===== src/rtl/sequential_divider.sv =====
// Iterative restoring divider: one quotient bit per clock with a go/done handshake.
// Optional divide-by-zero detection is enabled by defining DIV_ZERO_CHECK_EN.
module sequential_divider #(
    parameter int unsigned width  = 32,
    parameter int unsigned dWidth = 4
) (
    input  logic              clk,
    input  logic              rst,
    input  logic              go,
    input  logic [width-1:0]  dividend,
    input  logic [dWidth-1:0] divisor,
    output logic [width-1:0]  quotient,
    output logic [dWidth-1:0] remainder,
    output logic              busy,
    output logic              done,
    output logic              err
);

    localparam int unsigned CNT_W = (width > 1) ? $clog2(width) : 1;
    localparam int unsigned T_W   = dWidth + 1;

    typedef enum logic [1:0] {
        S_IDLE,
        S_RUN,
        S_DONE
    } state_t;

    state_t              state_q, state_d;
    logic [width-1:0]    q_q, q_d;
    logic [dWidth-1:0]   d_q, d_d;
    logic [dWidth-1:0]   r_q, r_d;
    logic [CNT_W-1:0]    cnt_q, cnt_d;
    logic [width-1:0]    quotient_q, quotient_d;
    logic [dWidth-1:0]   remainder_q, remainder_d;
    logic                busy_q, busy_d;
    logic                done_q, done_d;
    logic                err_q, err_d;

    // Single restoring step on the working registers
    logic [T_W-1:0]      t_c;
    logic                ge_c;
    logic [dWidth-1:0]   sub_c;
    logic [dWidth-1:0]   r_step_c;
    logic [width-1:0]    q_step_c;

    always_comb begin
        t_c      = {r_q, q_q[width-1]};
        ge_c     = (t_c >= {1'b0, d_q});
        sub_c    = t_c[dWidth-1:0] - d_q;
        r_step_c = ge_c ? sub_c : t_c[dWidth-1:0];
        q_step_c = {q_q[width-2:0], ge_c};
    end

    // Next-state and output logic
    always_comb begin
        state_d     = state_q;
        q_d         = q_q;
        d_d         = d_q;
        r_d         = r_q;
        cnt_d       = cnt_q;
        quotient_d  = quotient_q;
        remainder_d = remainder_q;
        busy_d      = busy_q;
        done_d      = 1'b0;
        err_d       = err_q;

        case (state_q)
            S_IDLE: begin
                if (go) begin
                    q_d   = dividend;
                    d_d   = divisor;
                    r_d   = '0;
                    cnt_d = CNT_W'(width - 1);
`ifdef DIV_ZERO_CHECK_EN
                    if (divisor == '0) begin
                        state_d     = S_DONE;
                        done_d      = 1'b1;
                        err_d       = 1'b1;
                        busy_d      = 1'b0;
                        quotient_d  = '1;
                        remainder_d = dividend[dWidth-1:0];
                    end else begin
                        err_d   = 1'b0;
                        state_d = S_RUN;
                        busy_d  = 1'b1;
                    end
`else
                    state_d = S_RUN;
                    busy_d  = 1'b1;
`endif
                end
            end
            S_RUN: begin
                q_d = q_step_c;
                r_d = r_step_c;
                if (cnt_q == '0) begin
                    state_d     = S_DONE;
                    busy_d      = 1'b0;
                    done_d      = 1'b1;
                    quotient_d  = q_step_c;
                    remainder_d = r_step_c;
                end else begin
                    cnt_d = cnt_q - CNT_W'(1);
                end
            end
            S_DONE: begin
                state_d = S_IDLE;
            end
            default: begin
                state_d = S_IDLE;
                busy_d  = 1'b0;
            end
        endcase
    end

    always_ff @(posedge clk) begin
        if (rst) begin
            state_q     <= S_IDLE;
            q_q         <= '0;
            d_q         <= '0;
            r_q         <= '0;
            cnt_q       <= '0;
            quotient_q  <= '0;
            remainder_q <= '0;
            busy_q      <= 1'b0;
            done_q      <= 1'b0;
            err_q       <= 1'b0;
        end else begin
            state_q     <= state_d;
            q_q         <= q_d;
            d_q         <= d_d;
            r_q         <= r_d;
            cnt_q       <= cnt_d;
            quotient_q  <= quotient_d;
            remainder_q <= remainder_d;
            busy_q      <= busy_d;
            done_q      <= done_d;
            err_q       <= err_d;
        end
    end

    assign quotient  = quotient_q;
    assign remainder = remainder_q;
    assign busy      = busy_q;
    assign done      = done_q;
`ifdef DIV_ZERO_CHECK_EN
    assign err       = err_q;
`else
    assign err       = 1'b0;
`endif

endmodule


===== config.mk =====
export PLATFORM = sky130hd
export DESIGN_NAME = sequential_divider
export DESIGN_NICKNAME = d
export VERILOG_FILES = /design/src/rtl/sequential_divider.sv
export SDC_FILE = /design/constraint.sdc
export NUM_CORES = 1
export LEC_CHECK = 0
export CAP_MARGIN = 10
export CORE_MARGIN = 2
export CORE_UTILIZATION = 39
export DETAILED_ROUTE_END_ITERATION = 8
export HOLD_SLACK_MARGIN = 0.15
export PLACE_DENSITY = 0.75
export SLEW_MARGIN = 30
export SYNTH_ARGS = -nofsm -noshare
export SYNTH_HDL_FRONTEND = slang
export SYNTH_SLANG_ARGS = --single-unit

===== constraint.sdc =====
create_clock -name clk -period 4.1 [get_ports clk]
set_input_delay 0.82 -clock clk [delete_from_list [all_inputs] [get_ports clk]]
set_output_delay 0.82 -clock clk [all_outputs]
set_load 0.05 [all_outputs]

# After elaboration in Yosys (flattened, before gate mapping)
# Cells that the tools add are included.
# word_totals
input_bits,39
output_inout_bits,39
elab_cells,44
reg_bits,85
# classes
bitwise,2
addsub,2
n_reduce_logical,10
n_mux,15
eq_ne,5
magnitude_cmp,1
# ops
operator,n
case mux 32 bit (2 select lines),1
two-way mux 32 bit,1
two-way mux 5 bit,2
case mux 5 bit (2 select lines),1
two-way mux 4 bit,2
case mux 4 bit (2 select lines),1
AND reduction 2 bit,4
inequality test 2 bit (second input constant),3
AND reduction 3 bit,2
greater-or-equal comparator 5 x 4 -> 1 bit,1
logical NOT 5 bit,1
subtractor 5 x 1 -> 5 bit (second input constant),1
two-way mux 2 bit,2
case mux 2 bit (2 select lines),1
subtractor 4 bit,1
two-way mux 1 bit,3
case mux 1 bit (3 select lines),1
== test 2 x 1 -> 1 bit (second input constant),1
== test 2 bit (second input constant),1
logical NOT 2 bit,1
inverter 1 bit,2
nonzero test 2 bit,1
OR reduction 2 bit,1

# Longest topological paths before layout
# logic_depth
word_depth,3
depth_mapped,8
ltp_nobuf,8

# Worst setup path before layout
# No wires, ideal clock.
# synth_path
kind,in2reg
from,input port rst
to,register quotient_q[10] (netlist: quotient[10])
setup_ns,0.143
path_stages,4
required_ns,3.957
arrival_ns,1.767
n_path_buf,3
slack_ns,2.189
path_cell_list,buf_2 -> buf_1 -> clkbuf_1 -> a21oi_2
# synth_lines
element,line,rtl
start: declaration,8,"input logic rst,"
end signal: assignment,134,quotient_q <= quotient_d;
end: declaration,33,"logic [width-1:0] quotient_q, quotient_d;"
# No word-level cell between the ends.

# Worst setup path in the final report
# layout_path
from,input port go
to,register cnt_q[2]
# layout_between
elab_chain_len,2
# layout_lines
element,line,rtl
start: declaration,9,"input logic go,"
inequality test 2 bit (no source line),n/a,
AND reduction 3 bit (no source line),n/a,
end signal: assignment,133,cnt_q <= cnt_d;
end: declaration,32,"logic [CNT_W-1:0] cnt_q, cnt_d;"
# Every way passes these cells.
# A chain may end at the register's enable or synchronous reset.

==> metrics.cfg <==
[run_status]
status=complete, no violations

[global_routing]
grt_pass1_wl_mm=15.12
grt_pass1_vias=3240
grt_usage=0.1803
grt_max_degree=65
gr-total-overflow=0
grt_antenna_before_repair=0

[clock_network]
cts_sinks=85
clk_pin_slew_ns=0.09
cts_buffers=9
clockBufferDepth=2
insertion_delay_ns=0.36
htree_levels=3
postCtsSetupRepairBufs=0
cts_resized=0
cts_root_buffer=clkbuf_8
ctsHoldBuffers=0
tritoncts=done

[place]
dpl.hpwl_mm=6.090
portBuffers=76
place.gp.congestion=0.8449
place_ws_ns=1.249
placed_cells_incl_taps=625
placed_cell_area_um2=4606

[critical_path]
crit_required_ns=4.38
rrSetupSlack_ns=1.63
crit_type=in -> reg
r2r-start=cnt_q[0]
cp_data_arrival_time_ns=2.79
rr_worst_depth=7
endpoint_kind=register
critPathLaunchType=input pin
r2r_end=quotient[22]
cp_max_fo=40

[die]
fp.dieH_um=103.3
rows=36
pin_count=78
dieArea_um2=10670
initial_core_util=0.3969
core_um2=9684
die_x_um=103.3

[layout]
post-route-cell-area_um2=4786
area_growth_pct=24.51
diodes=0
drive_above_1_share=0.1240
instances_no_fill=641
final_nets=548

[synthesis]
synth_cells=449
ys_warn_count=0
netlist_area_um2=3844
syn_avg_cell_area_um2=8.561
seq_area_frac_synth=0.4427
yosys_most_used_dff=dfxtp_1
synth-edff-count=0
syn-num-nets=494
ys_ff_latch=85
synthArstFlopShare=0
synth.distinct_cells=52

[routing]
drtIter0Drc=253
dr.pass1.iters=4
ant_nets=0
avgViaCountPerCell=5.231
avgRoutedWirePerCell_um=14.49
dr_total_vias=3353
wirelength_mm=9.285
drc=0

[power_and_ir_drop]
powerDensity_nw_per_um2=404.4
p_leak_uw=0.001692
ir_worst_vdd_mv=0.1823

[timing]
worst_clock_skew_ns=0.008231
fin_tns_setup_ns=0
finalHoldViolations=0
post-route-period-util=0.6109
worst_pin_slew_ns=0.9365
drv_slew=0
hold_slack_ns=0.4610
rsz0062_at_grt=false
setup_ws_ns=1.595
setup_viol=0
max_clock_freq_ghz=0.3993
maxSlewHeadroom=0.3757
period_minus_slack_ns=2.505

[min_path]
hold_path_class=reg -> reg
whs_endpoint=quotient[21]
min_from=quotient[21]
holdPathStages=2

[flow_run]
cap_violations=0

-- how the worst max path moves through the flow --
stage               depth (start not counted)  slack [ns]  from            to
detailed placement                          6        1.25    go      cnt_q[2]
global placement                            6        1.28    go      cnt_q[2]
CTS                                         6        1.60    go      cnt_q[2]
floorplan                                   4        2.19   rst  quotient[10]
global route                                5        1.43    go      cnt_q[1]
finish                                      6        1.60    go      cnt_q[2]
-- synthesized netlist by cell type, types with 2 or more instances --
library cell	count	area, µm²
a211oi_1	9	67.56
a21oi_1	27	135.1
a21oi_2	30	262.8
a2bb2oi_1	7	61.31
a32o_1	2	20.02
buf_1	2	7.510
buf_2	8	40.04
buf_8	3	45.04
clkbuf_1	23	86.33
dfxtp_1	85	1702
ha_1	5	62.56
inv_1	10	37.54
inv_2	2	7.510
mux2i_1	12	120.1
nand2_1	83	311.6
nand2b_1	3	18.77
nand3_1	6	30.03
nor2_1	50	187.7
nor3_1	6	30.03
nor4_1	2	12.51
o211ai_1	5	37.54
o21ai_0	16	80.08
o21ai_1	3	15.01
o221a_1	7	78.83
o221ai_1	14	122.6
or3_1	3	18.77
-- cell type report --
class | count | area [µm²]
clock buffers | 9 | 123.9
clock inverters | 7 | 56.30
fillers | 951 | 4898
inverters | 12 | 45.04
multi-input cells | 314 | 1899
flip-flops and latches | 85 | 1702
well taps | 133 | 166.4
repair buffers | 81 | 793.3
-- per-stage QoR --
stage,util,total power [µW]
global placement,0.4756,1385
CTS,0.4942,1947
global route,0.4942,2043
finish,0.4942,1935
floorplan,-,1280
detailed placement,0.4756,1400
-- layer usage --
| layer | share of wire | global-route usage | up-vias | wire length, µm |
|---|---|---|---|---|
| li1 | - | - | 1684 | - |
| met1 | 0.46 | 0.2390 | 1552 | 4308 |
| met2 | 0.46 | 0.2917 | 101 | 4270 |
| met3 | 0.055 | 0.03696 | 16 | 512 |
| met4 | 0.021 | 0.06579 | 0 | 194 |
| met5 | 0 | 0 | - | 0 |
-- cell usage in the layout, fill, tap and decap left out, drive strengths merged, types with 2 or more instances in the layout --
master / count
dfxtp: 85
a2bb2oi: 7
clkdlybuf4s50: 75
clkinv: 3
or3: 3
o211ai: 5
inv: 15
clkbuf: 9
nor3: 6
a32o: 2
nand3: 6
o221a: 8
o221ai: 14
nor4: 3
nor2: 52
o41ai: 2
nand2: 83
nand2b: 3
ha: 5
a21oi: 57
nor4b: 2
a211oi: 9
buf: 6
mux2i: 12
o21ai: 19
-- worst max-delay path: stages --
cell and delay (ns):
clkdlybuf4s50_1 0.46, buf_4 0.33, o21ba_2 0.58, nand2_1 0.14, or3_1 0.32, a21oi_1 0.12
-- state kept, by name (all words and copies together), names as in the netlist --
| name | count |
|---|---|
| cnt_q | 5 |
| done | 1 |
| d_q | 4 |
| remainder | 4 |
| r_q | 4 |
| busy | 1 |
| state_q | 2 |
| q_q | 32 |
| quotient | 32 |
-- cells by family after synthesis --
logic type | count (synthesis) | synth area share
buffers and inverters | 50 | 0.06315
AO/OA/AOI/OAI | 131 | 0.2552
AND/OR/NAND/NOR | 163 | 0.1829
multiplexers | 12 | 0.03125
XOR/XNOR | 1 | 0.002279
flip-flops | 85 | 0.4427
adder cells (fa/ha/maj) | 6 | 0.02148
other | 1 | 0.0009756
-- power breakdown --
| part | switching, µW | internal, µW |
|---|---|---|
| sequential | 62.5 | 892 |
| combinational | 260 | 173 |
| clock | 320 | 227 |
Note: power is estimated with default switching activity, not from simulation.
